$ cat config.mk
export PLATFORM = sky130hd
export DESIGN_NAME = sd_spi_master
export DESIGN_NICKNAME = d
export VERILOG_FILES = /design/src/rtl/sd_spi_master_pkg.sv /design/src/rtl/sd_spi_clkdiv.sv /design/src/rtl/sd_spi_master.sv
export SDC_FILE = /design/constraint.sdc
export NUM_CORES = 1
export LEC_CHECK = 0
export CAP_MARGIN = 20
export CORE_MARGIN = 5
export CORE_UTILIZATION = 51
export DETAILED_ROUTE_END_ITERATION = 10
export PLACE_DENSITY = 0.85
export SLEW_MARGIN = 20
export SYNTH_ARGS = -nofsm -noshare
export SYNTH_HDL_FRONTEND = slang
export SYNTH_SLANG_ARGS = --single-unit
$ cat constraint.sdc
create_clock -name CLKX4 -period 2.61 [get_ports CLKX4]
set_clock_uncertainty 0.2 [all_clocks]
set_input_delay 0.3915 -clock CLKX4 [delete_from_list [all_inputs] [get_ports CLKX4]]
set_output_delay 0.3915 -clock CLKX4 [all_outputs]
set_load 0.01 [all_outputs]
$ cat src/rtl/sd_spi_master_pkg.sv
// Shared definitions for the SD-card SPI master: FSM encodings and control-register bit positions.
// The control bit positions are also used by the IO register decode.
package sd_spi_master_pkg;

  typedef enum logic [1:0] {
    StIdle = 2'd0,
    StLow  = 2'd1,
    StHigh = 2'd2
  } spi_state_e;

  localparam int unsigned CTRL_CS    = 0;
  localparam int unsigned CTRL_SPEED = 1;

endpackage

$ cat src/rtl/sd_spi_clkdiv.sv
// SCLK half-period down-counter. It reloads with HALF-1 on load or when it expires, and it
// emits a one-cycle tick when it reaches zero while enabled.
module sd_spi_clkdiv #(
  parameter int unsigned SLOW_HALF = 20,
  parameter int unsigned FAST_HALF = 1,
  parameter int unsigned CNT_W     = 5
) (
  input  logic clk,
  input  logic rst,
  input  logic en,
  input  logic load,
  input  logic speed,
  output logic tick
);

  localparam logic [CNT_W-1:0] SlowReload = CNT_W'(SLOW_HALF - 1);
  localparam logic [CNT_W-1:0] FastReload = CNT_W'(FAST_HALF - 1);

  logic [CNT_W-1:0] cnt_q, cnt_d;
  logic [CNT_W-1:0] reload;

  assign reload = speed ? FastReload : SlowReload;
  assign tick   = en && (cnt_q == '0);

  always_comb begin
    cnt_d = cnt_q;
    if (load || tick) begin
      cnt_d = reload;
    end else if (en) begin
      cnt_d = cnt_q - 1'b1;
    end
  end

  always_ff @(posedge clk or posedge rst) begin
    if (rst) begin
      cnt_q <= '0;
    end else begin
      cnt_q <= cnt_d;
    end
  end

endmodule

$ cat src/rtl/sd_spi_master.sv
// Byte-wide mode-0 SPI master for the SD card. Holds the control register, transfer FSM,
// shift register, bit counter and received-byte register; all outputs are registered.
module sd_spi_master
  import sd_spi_master_pkg::*;
#(
  parameter int unsigned SLOW_HALF = 20,
  parameter int unsigned FAST_HALF = 1,
  parameter int unsigned CNT_W     = 5
) (
  input  logic       CLKX4,
  input  logic       RESET,
  input  logic       WR_DATA,
  input  logic       WR_CTRL,
  input  logic [7:0] DIN,
  output logic [7:0] RXDATA,
  output logic       BUSY,
  output logic       ERR,
  output logic       SPEED,
  output logic       SD_nCS,
  output logic       SCLK,
  output logic       MOSI,
  input  logic       MISO
);

  spi_state_e state_q, state_d;
  logic [7:0] shreg_q, shreg_d;
  logic [7:0] rxdata_q, rxdata_d;
  logic [2:0] bitcnt_q, bitcnt_d;
  logic       busy_q, busy_d;
  logic       sclk_q, sclk_d;
  logic       mosi_q, mosi_d;
  logic       speed_q, speed_d;
  logic       cs_n_q, cs_n_d;
  logic       err_q, err_d;
  logic       load;
  logic       tick;

  // Control register; a data write while busy sets ERR even if a control write clears it.
  always_comb begin
    speed_d = speed_q;
    cs_n_d  = cs_n_q;
    err_d   = err_q;
    if (WR_CTRL) begin
      speed_d = DIN[CTRL_SPEED];
      cs_n_d  = ~DIN[CTRL_CS];
      err_d   = 1'b0;
    end
    if (WR_DATA && busy_q) begin
      err_d = 1'b1;
    end
  end

  // The divider sees the incoming SPEED so a combined control+data write uses the new rate.
  sd_spi_clkdiv #(
    .SLOW_HALF(SLOW_HALF),
    .FAST_HALF(FAST_HALF),
    .CNT_W    (CNT_W)
  ) u_clkdiv (
    .clk  (CLKX4),
    .rst  (RESET),
    .en   (state_q != StIdle),
    .load (load),
    .speed(speed_d),
    .tick (tick)
  );

  always_comb begin
    state_d  = state_q;
    shreg_d  = shreg_q;
    rxdata_d = rxdata_q;
    bitcnt_d = bitcnt_q;
    busy_d   = busy_q;
    sclk_d   = sclk_q;
    mosi_d   = mosi_q;
    load     = 1'b0;
    unique case (state_q)
      StIdle: begin
        if (WR_DATA) begin
          state_d  = StLow;
          busy_d   = 1'b1;
          sclk_d   = 1'b0;
          mosi_d   = DIN[7];
          shreg_d  = DIN;
          bitcnt_d = 3'd0;
          load     = 1'b1;
        end
      end
      StLow: begin
        if (tick) begin
          state_d = StHigh;
          sclk_d  = 1'b1;
          shreg_d = {shreg_q[6:0], MISO};
        end
      end
      StHigh: begin
        if (tick) begin
          sclk_d = 1'b0;
          if (bitcnt_q == 3'd7) begin
            state_d  = StIdle;
            mosi_d   = 1'b1;
            busy_d   = 1'b0;
            rxdata_d = shreg_q;
          end else begin
            state_d  = StLow;
            mosi_d   = shreg_q[7];
            bitcnt_d = bitcnt_q + 3'd1;
          end
        end
      end
      default: state_d = StIdle;
    endcase
  end

  always_ff @(posedge CLKX4 or posedge RESET) begin
    if (RESET) begin
      state_q  <= StIdle;
      shreg_q  <= 8'h00;
      rxdata_q <= 8'hFF;
      bitcnt_q <= 3'd0;
      busy_q   <= 1'b0;
      sclk_q   <= 1'b0;
      mosi_q   <= 1'b1;
      speed_q  <= 1'b0;
      cs_n_q   <= 1'b1;
      err_q    <= 1'b0;
    end else begin
      state_q  <= state_d;
      shreg_q  <= shreg_d;
      rxdata_q <= rxdata_d;
      bitcnt_q <= bitcnt_d;
      busy_q   <= busy_d;
      sclk_q   <= sclk_d;
      mosi_q   <= mosi_d;
      speed_q  <= speed_d;
      cs_n_q   <= cs_n_d;
      err_q    <= err_d;
    end
  end

  assign RXDATA = rxdata_q;
  assign BUSY   = busy_q;
  assign ERR    = err_q;
  assign SPEED  = speed_q;
  assign SD_nCS = cs_n_q;
  assign SCLK   = sclk_q;
  assign MOSI   = mosi_q;

endmodule

### After elaboration in Yosys (flattened, before gate mapping)

Cells that the tools add are included.

| word-level totals | value |
|---|---|
| flip-flop bits (word level) | 32 |
| input bits | 13 |
| output and inout port bits | 14 |
| word-level logic and storage cells | 72 |

| operators by class | value |
|---|---|
| add/sub/neg operators | 2 |
| equality and inequality tests | 8 |
| mux-type cells | 32 |
| bitwise gates (word level) | 1 |
| reduce and logical (&&, ||, !) cells | 18 |

Operators by type and width:

| operator | number |
|---|---|
| two-way mux 8 bit | 2 |
| one-hot mux 8 bit (2 select lines) | 1 |
| two-way mux 1 bit | 15 |
| two-way mux 5 bit | 3 |
| AND reduction 3 bit | 4 |
| AND reduction 4 bit | 3 |
| nonzero test 2 bit | 5 |
| two-way mux 3 bit | 3 |
| two-way mux 2 bit | 3 |
| != test 2 bit (second input constant) | 3 |
| one-hot mux 2 bit (3 select lines) | 1 |
| one-hot mux 3 bit (2 select lines) | 1 |
| logical NOT 5 bit | 1 |
| subtractor 5 x 1 -> 5 bit (second input constant) | 1 |
| != test 2 x 1 -> 1 bit (second input constant) | 2 |
| one-hot mux 1 bit (2 select lines) | 2 |
| adder 3 x 1 -> 3 bit (second input constant) | 1 |
| == test 3 bit (second input constant) | 1 |
| one-hot mux 1 bit (3 select lines) | 1 |
| nonzero test 3 bit | 1 |
| == test 2 x 1 -> 1 bit (second input constant) | 1 |
| == test 2 bit (second input constant) | 1 |
| logical AND 1 bit | 2 |
| logical NOT 2 bit | 1 |
| 2 further kinds | 2 |

### Logic depth before layout (Yosys ltp)

Gate-level depths: netlist of the first run.

| depth | value |
|---|---|
| depth in word-level cells | 4 |
| gate-level depth with buffers | 7 |
| gate-level depth less buffers | 5 |

### Cells and area by module

A second synthesis of the first run with hierarchy kept.

| unflattened totals | value |
|---|---|
| cell total of the unflattened synthesis | 134 |
| area, all modules | 1636.6 um2 |

Modules (own cells, without submodules):

| module | times used | cells an instance | area each (um2) | seq. area each (um2) |
|---|---|---|---|---|
| sd_spi_master | 1 | 107 | 1350.0 | 688.2 |
| sd_spi_clkdiv | 1 | 27 | 286.5 | 125.1 |

### Worst setup path after synthesis of the first run

Ideal clock, no wire load.

| path | value |
|---|---|
| path type | register to register |
| start | reg u_clkdiv.cnt_q[0] |
| end | reg shreg_q[2] |
| setup time | 123 ps |
| arrival time | 1823 ps |
| required time | 2287 ps |
| setup slack | 464 ps |
| cell stages (with the launch flop) | 8 |
| buffers on the path | 2 |
| period minus slack after synthesis | 2146 ps |
| cells stage by stage | dfrtp_1 > inv_1 > ha_1 > or4b_1 > buf_4 > or2_0 > buf_6 > o221a_2 |

| on the way | value |
|---|---|
| longest elaborated chain between the ends | 4 |

Ends and longest elaborated chain:

| what | line | source |
|---|---|---|
| start, declared | sd_spi_clkdiv.sv:19 | `logic [CNT_W-1:0] cnt_q, cnt_d;` |
| start signal, assigned | sd_spi_clkdiv.sv:38 | `cnt_q <= cnt_d;` |
| logical NOT 5 bit | sd_spi_clkdiv.sv:23 | `assign tick = en && (cnt_q == '0);` |
| logical AND 1 bit | sd_spi_clkdiv.sv:23 |  |
| != test 2 x 1 -> 1 bit (no source line) | - |  |
| AND reduction 3 bit (no source line) | - |  |
| end signal, assigned | sd_spi_master.sv:128 | `shreg_q <= shreg_d;` |
| end, declared | sd_spi_master.sv:26 | `logic [7:0] shreg_q, shreg_d;` |

No other way between the ends.
A chain may end at the register's enable or synchronous reset.

### Worst setup path in the final report of the first run

| path | value |
|---|---|
| start | reg u_clkdiv.cnt_q[0] |
| end | reg bitcnt_q[1] |

| on the way | value |
|---|---|
| longest elaborated chain between the ends | 4 |

Ends and longest elaborated chain:

| what | line | source |
|---|---|---|
| logical NOT 5 bit | sd_spi_clkdiv.sv:23 |  |
| logical AND 1 bit | sd_spi_clkdiv.sv:23 |  |
| != test 2 x 1 -> 1 bit (no source line) | - |  |
| AND reduction 4 bit (no source line) | - |  |
| end signal, assigned | sd_spi_master.sv:130 | `bitcnt_q <= bitcnt_d;` |
| end, declared | sd_spi_master.sv:28 | `logic [2:0] bitcnt_q, bitcnt_d;` |

No other way between the ends.

==> metrics, run 1 <==
simple-gate share of the synthesized area 13.3%; status finished clean; HPWL after DPL 2.41 mm; # diodes 0; CTS H-tree lvls 2; Commonest cells post-synth 22 x dfrtp_1, 11 x inv_1, 10 x dfstp_2, 10 x nand2b_1; Post-CTS Setup Bufs 0; reg-to-reg startpoint u_clkdiv.cnt_q[0]$_DFFE_PP0P_; DR vias/cell roughly 6.1; area share of the largest cell type after synthesis 35.7%; Mapped Area between 0.0015 and 0.002 sq mm; Synth area leaders dfrtp_1 36%, dfstp_2 17%, mux2_2 5.8%; cells after synthesis 132; die height 65.0 um; Final setup violation count 0; Worst Reg-to-Reg Cells 5; GR Util All Layers 18.9%; CTS tree done; worst r2r dst bitcnt_q[1]$_DFFE_PP0P_; Rows 20; Max VDD drop 0.536 mV; Worst Setup SP u_clkdiv.cnt_q[0]$_DFFE_PP0P_; Crit path required time roughly 2.7 ns; clock net sink count 32; RSZ-0062 raised after global routing no; Worst R2R Setup Slack 0.19 ns; ys async rst share 100%; CP endpoint kind register; initial antenna violation count 0; hold slack 0.233 ns; mux contribution to synthesized area 9.74%; Core Area 0.00298 sq mm; Setup crit start kind register; layout cells sized above 1 25.9%; WP data arrival 2.47 ns; GR Util met2 29.8%; Synth Area in Adders 2.44%; class of the worst hold path input pin to asynchronous set/reset pin; largest net degree at the start of global routing 33; cts bufs inserted 5; final wirelength 3.34 mm; Ys Warns 0; port buffer count 26; DRT antenna net count 0; DRC 0; worst skew pair latency 0.34 ns; Final min period around 2.4 ns; Most Crowded Layer GR met2; Synth Area in Compound Gates ~17%; CP Max Fanout 10; vias in the first global route 1283; FF+latch count, synth 32; Hold Fails Final Rpt 0; Yosys top cell by area dfrtp_1; syn_area_per_cell 11.7 sq um; XOR/XNOR share of the synthesized area 0%; Max Freq a little over 400 MHz; Netlist cell types 42; average wire per standard cell ~17 um; fin crit share 92.5%; top_reg_cell synth dfrtp_1; most frequent cell after synthesis dfrtp_1; combinational family with the most area after synthesis compound AO/OA/AOI/OAI gates; pwr dens 885 mW/mm^2; root buffer cell clkbuf_4; Hold Buf Count CTS 0; max_cap viols 0; Leak approximately 0.8 nW; final max-slew violation count 0; # IOs 27; starting density of the core 51.8%; Area Overhead vs Synth 24.0%; clock slew at the register clock pins of the worst setup and hold paths 0.10 ns; GR Util met3 7.28%; Syn Nets 148; maximum clock path buffer count 2; die area 0.00422 sq mm; Post-synth EDFFs 0; Initial DRC Count 50; Final TNS setup 0 ns; layout net count around 180; Crit Path Class register to register; TritonRoute pass-1 iters 4; sequential area share after synthesis a little over half; vias 1213; grt ovf 0; Slew headroom 63.3%; first-pass GRT wire length 6.00 mm; Post-CTS Resized 0; placer congestion estimate around 0.9; M1 GR Usage 22.1%; Slew @ Worst Pin about 0.55 ns; Die X-Extent 65.0 um
-- power breakdown --
part / internal [mW] / switching [mW]
combinational: 0.316 / 0.283
sequential: 0.637 / 0.158
clock: 0.128 / 0.168
total: 1.08 / 0.610
-- registers in the layout, indices dropped and copies added (netlist names) --
register	flops
RXDATA	8
shreg_q	8
u_clkdiv.cnt_q	5
bitcnt_q	3
state_q	2
BUSY	1
ERR	1
MOSI	1
SCLK	1
SD_nCS	1
SPEED	1
-- final cells by class --
class | count | area (sq um)
Clock buffer | 6 | 51.3
Multi-Input combinational cell | 84 | 657
Tap cell | 33 | 41.3
Fill cell | 233 | 1070
Inverter | 11 | 41.3
Sequential cell | 32 | 813
Clock inverter | 2 | 10.0
Timing Repair Buffer | 31 | 298
-- critical path, stage by stage, from the launching register on --
cell and delay [ns]:
dfrtp_1 0.43, inv_1 0.08, ha_1 0.21, or4b_1 0.64
nor3_1 0.49, mux2i_1 0.29
-- metrics by stage --
stage / instance area, sq um / instances / worst slack (ns) / utilization, % / total power, mW
detailed placement: 1850 / 191 / 0.218 / 62.1 / 1.39
global route: 1910 / 199 / 0.0148 / 64.2 / 1.83
finish: 1910 / 199 / 0.195 / 64.2 / 1.69
CTS: 1910 / 199 / 0.192 / 64.2 / 1.70
floorplan: 1540 / 132 / 0.464 / - / 1.20
global placement: 1850 / 191 / 0.308 / 62.1 / 1.35
-- layout by cell type, fill, tap and decap left out, types with 2 or more instances in the layout --
| cell type | count |
|---|---|
| clkdlybuf4s50_1 | 26 |
| dfrtp_1 | 22 |
| inv_1 | 11 |
| dfstp_2 | 10 |
| nand2b_1 | 10 |
| o21ai_0 | 8 |
| mux2_2 | 8 |
| mux2i_1 | 6 |
| nand2_1 | 5 |
| clkbuf_4 | 5 |
| buf_4 | 5 |
| a21oi_1 | 4 |
| o221a_2 | 4 |
| nor2_1 | 3 |
| o221a_1 | 3 |
| ha_1 | 3 |
| nor2b_1 | 2 |
| nor3_1 | 2 |
| nor3b_1 | 2 |
| o22ai_1 | 2 |
| clkinv_2 | 2 |
-- logic make-up (layout without fill, tap and decap cells) --
logic type	Yosys count	in the layout
adder cells (fa/ha/maj)	3	3
AND/OR/NAND/NOR	33	33
multiplexers	14	14
flip-flops	32	32
buffers and inverters	16	50
AO/OA/AOI/OAI	34	34
-- routing by layer --
layer / wire length (um) / vias up
met5: 0 / -
met4: 113 / 0
met3: 197 / 15
met2: 1660 / 42
met1: 1370 / 609
li1: - / 547
-- how the worst max path moves through the flow --
| stage | to | cells past startpoint |
|---|---|---|
| 2_1_floorplan | shreg_q[2]$_DFFE_PP0P_ | 7 |
| 3_3_place_gp | shreg_q[5]$_DFFE_PP0P_ | 5 |
| 3_5_place_dp | bitcnt_q[1]$_DFFE_PP0P_ | 5 |
| 4_1_cts | bitcnt_q[1]$_DFFE_PP0P_ | 5 |
| 5_1_grt | bitcnt_q[2]$_DFFE_PP0P_ | 5 |
| 6_report | bitcnt_q[1]$_DFFE_PP0P_ | 5 |
Power figures use the tool's default switching activity.
==> run 2: changes to the inputs <==
ABC_CLOCK_PERIOD_IN_PS = 2610   (was unset)
CORE_UTILIZATION = 55   (was 51)
DONT_BUFFER_PORTS = 1   (was unset)
PLACE_DENSITY = 0.77   (was 0.85)
==> metrics, run 2 (synthesized netlist as in run 1, its figures left out) <==
fin crit share roughly 83%; CP top delay family simple AND/OR/NAND/NOR gates; Total Power about 1.7 mW; vias in the first global route 1127; clock slew at the register clock pins of the worst setup and hold paths roughly 0.10 ns; CP endpoint kind register; TritonRoute pass-1 iters 4; average wire per standard cell 16.9 um; starting density of the core 56.9%; die height 62.9 um; CP Max Fanout 8; vias 1053; HPWL after DPL 2.09 mm; DR vias/cell 6.02; largest net degree at the start of global routing 33; commonest non-fill, non-tap cell in the layout dfrtp_1; Post-CTS Setup Bufs 0; Final min period 2.18 ns; max_cap viols 0; Slowest-stage cell, CP or4b_1; WP data arrival 2.20 ns; first-pass GRT wire length 5.27 mm; status finished clean; Die X-Extent 62.9 um; Max Freq 459 MHz; Initial DRC Count 25; # IOs 27; commonest cells after routing, fill and taps aside 22 x dfrtp_1, 11 x inv_1, 10 x dfstp_2, 10 x nand2b_1; DRT antenna net count 0; Crit Path Class register to register; maximum clock path buffer count 2; clock net sink count 32; Hold Fails Final Rpt 0; slowest stage delay, CP 0.46 ns; initial antenna violation count 0; root buffer cell clkbuf_4; placer congestion estimate 0.779; CTS tree done; class of the worst hold path input pin to register; Setup crit start kind register; layout cells sized above 1 29.9%; GR Util All Layers 16.8%; port buffer count 0; Area Overhead vs Synth 11.8%; placed cell area 0.00159 sq mm; Slew headroom 66.2%; DRC 0; final max-slew violation count 0; Core Area 0.00271 sq mm; Final TNS setup 0 ns; # diodes 0; RSZ-0062 raised after global routing no; final wirelength 2.96 mm; Post-CTS Resized 0; layout net count roughly 160; Final setup violation count 0; Leak around 0.73 nW; Max VDD drop slightly below 0.7 mV; CP Buf/Inv Count 1; Rows 19; grt ovf 0; die area 0.00396 sq mm; worst skew pair latency 0.33 ns; Slew @ Worst Pin 0.493 ns; cts bufs inserted 5; CTS H-tree lvls 2; fin area between 0.0015 and 0.002 sq mm; Crit path required time around 2.6 ns; worst-path cell chain inv_1 > ha_1 > or4b_1 > or2_0 > o221a_2; pwr dens 1010 mW/mm^2
run 2: metrics by stage:
| step | worst slack [ns] | utilization, % | hold slack, ns | instances |
|---|---|---|---|---|
| floorplan | 0.464 | - | 0.242 | 132 |
| global placement | 0.498 | 58.6 | 0.182 | 163 |
| detailed placement | 0.448 | 58.6 | 0.184 | 163 |
| CTS | 0.420 | 63.6 | 0.0410 | 175 |
| global route | 0.300 | 63.6 | 0.0431 | 175 |
| finish | 0.432 | 63.6 | 0.0572 | 175 |
run 2: cell type report:
cell class / count / area (sq um)
fillers: 220 / 987
clock buffers: 7 / 65.1
flip-flops and latches: 32 / 813
well taps: 31 / 38.8
multi-input cells: 84 / 657
inverters: 11 / 41.3
clock inverters: 1 / 30.0
repair buffers: 9 / 77.6
run 2: final timing paths:
check                      slack, ns                           from                       to  cells past startpoint
max reg2reg                     0.43  u_clkdiv.cnt_q[0]$_DFFE_PP0P_   shreg_q[2]$_DFFE_PP0P_                      5
max                             0.43  u_clkdiv.cnt_q[0]$_DFFE_PP0P_   shreg_q[2]$_DFFE_PP0P_                      5
max in group asynchronous       1.51                          RESET    RXDATA[6]$_DFFE_PP1P_                      3
min in group asynchronous       0.37                          RESET          SPEED$_DFF_PP0_                      3
min                             0.06                           MISO   shreg_q[0]$_DFFE_PP0P_                      1
min reg2reg                     0.30        bitcnt_q[0]$_DFFE_PP0P_  bitcnt_q[0]$_DFFE_PP0P_                      1
run 2: routing by layer:
metal	GRT usage (%)	vias to the layer above	wire length (um)
met5	0	-	0
li1	-	507	-
met1	19.7	514	1230
met4	5.31	0	49
met3	8.27	7	229
met2	26.9	25	1440
run 2: what timing repair did:
action / 4_1_cts / 5_1_grt
hold endpoints to repair: 24 / 0
hold buffers: 4 / 0
setup endpoints to repair: 0 / 0
run 2: report_power, final:
part	switching [mW]	internal, mW	total [mW]
logic	0.239	0.276	0.515
registers	0.167	0.638	0.805
clock network	0.168	0.254	0.422
total	0.573	1.17	1.74
==> run 3: changes to the inputs <==
ABC_CLOCK_PERIOD_IN_PS = 1800   (was 2610)
PLACE_DENSITY = 0.8   (was 0.77)
clock period = 1.8 ns   (was 2.61 ns; I/O delays follow)
==> metrics, run 3 (synthesized netlist as in run 1, its figures left out) <==
Slew @ Worst Pin 0.555 ns; clock slew at the register clock pins of the worst setup and hold paths around 0.1 ns; hold path endpoint shreg_q[5]$_DFFE_PP0P_; vias 1149; commonest non-fill, non-tap cell in the layout dfrtp_1; Total Power 2.85 mW; TritonRoute pass-1 iters 4; Slowest-stage cell, CP or4b_4; Reg power frac 39.1%; placer congestion estimate 0.832; Max Freq slightly below 500 MHz; Setup crit start kind register; fin area 0.00200 sq mm; CP Buf/Inv Count 2; Core Area roughly 0.0027 sq mm; worst setup margin -0.210 ns; max_cap viols 0; sw power 977 uW; DR vias/cell between 5 and 6; cts bufs inserted 5; root buffer cell clkbuf_4; # fillers 192; Final setup violation count 25; WP data arrival 2.04 ns; CTS H-tree lvls 2; Initial DRC Count 40; clock net sink count 32; reg-to-reg startpoint u_clkdiv.cnt_q[1]$_DFFE_PP0P_; status finished with violations; die height 62.9 um; Slew headroom 61.9%; Clk pwr share 18.9%; vias in the first global route 1204; worst r2r dst shreg_q[7]$_DFFE_PP0P_; Final TNS setup -2.56 ns; largest net degree at the start of global routing 33; worst skew pair latency 0.33 ns; Reg area around 800 sq um; DP Cell Count roughly 170; placed cell area 0.00172 sq mm; CP top delay family simple AND/OR/NAND/NOR gates; Int Pwr 1.87 mW; Worst R2R Setup Slack -0.21 ns; failing checks negative setup slack; fin crit share 112%; final wirelength 3.43 mm; Hold Fails Final Rpt 0; RSZ-0062 raised after global routing yes; Sw Share 34.3%; first-pass GRT wire length 5.72 mm; Crit path required time 1.83 ns; utilization after layout 73.9%; CTS tree done; hold slack 0.00924 ns; fin cells roughly 200; HPWL after DPL 2.11 mm; CP endpoint kind register; DRT antenna net count 0; # IOs 27; Rows 19; final max-slew violation count 0; DRC 0; slowest stage delay, CP 0.46 ns; grt ovf 0; CP Max Fanout 8; # diodes 0; class of the worst hold path input pin to register; WHS Path Cells 2; Combinational Power Share about two fifths; port buffer count 0; min-delay src DIN[5]; layout net count approximately 180; commonest cells after routing, fill and taps aside 22 x dfrtp_1, 13 x buf_4, 11 x inv_1, 11 x dlygate4sd3_1; worst-path cell chain inv_1 > ha_2 > or4b_4 > or2_0 > buf_6 > o221a_1; Crit Path Class register to register; average wire per standard cell roughly 17 um; starting density of the core between 50% and 60%; Leak ~0.85 nW; initial antenna violation count 0; Worst Reg-to-Reg Cells 6; Max VDD drop 1.07 mV; die area just under 0.004 sq mm; Final min period 2.01 ns; multi-input logic area 742 sq um; Die X-Extent 62.9 um; layout cells sized above 1 between 30% and 40%; maximum clock path buffer count 2; pwr dens about 1400 mW/mm^2; GR Util All Layers 18.1%; Area Overhead vs Synth 29.9%; Setup WS pre-CTS -0.226 ns
==> run 3: worst max path at each step <==
stage | slack (ns) | depth (start not counted) | start | to
floorplan | -0.32 | 7 | u_clkdiv.cnt_q[0]$_DFFE_PP0P_ | shreg_q[3]$_DFFE_PP0P_
global placement | -0.20 | 6 | u_clkdiv.cnt_q[1]$_DFFE_PP0P_ | shreg_q[3]$_DFFE_PP0P_
detailed placement | -0.23 | 7 | u_clkdiv.cnt_q[1]$_DFFE_PP0P_ | bitcnt_q[1]$_DFFE_PP0P_
CTS | -0.20 | 6 | u_clkdiv.cnt_q[1]$_DFFE_PP0P_ | shreg_q[0]$_DFFE_PP0P_
global route | -0.24 | 6 | u_clkdiv.cnt_q[0]$_DFFE_PP0P_ | shreg_q[0]$_DFFE_PP0P_
finish | -0.21 | 6 | u_clkdiv.cnt_q[1]$_DFFE_PP0P_ | shreg_q[7]$_DFFE_PP0P_
==> run 3: layout make-up <==
class | instances | share of cell area (%)
Clock buffer | 5 | 1.88
Clock inverter | 3 | 2.13
Inverter | 11 | 2.06
Multi-Input combinational cell | 84 | 37.1
Sequential cell | 32 | 40.6
Tap cell | 31 | 1.94
Timing Repair Buffer | 31 | 14.3
==> run 3: power by group through the flow <==
stage                     clock [mW]  sequential (mW)  combinational (mW)
after floorplan                    0             1.10               0.747
after global placement             0             1.11               0.987
after detailed placement           0             1.11                1.03
after CTS                      0.556             1.11                1.17
after global routing           0.589             1.14                1.30
final                          0.540             1.11                1.20
==> run 3: timing repair <==
action,4_1_cts,5_1_grt
resized for setup,13,3
pin swaps,8,3
setup endpoints to repair,24,27
buffers inserted,4,0
hold buffers,11,0
endpoints found under the hold margin,39,0
gates cloned,0,0
==> run 3: per-layer routing <==
layer  global-route usage (%)  up-vias  wire, um  share of wire [%]
li1                         -      546         -                  -
met1                     22.6      552      1430                 42
met2                     28.3       42      1690                 49
met3                     5.58        9       229                6.7
met4                     8.22        0        85                2.5
met5                        0        -         0                  0
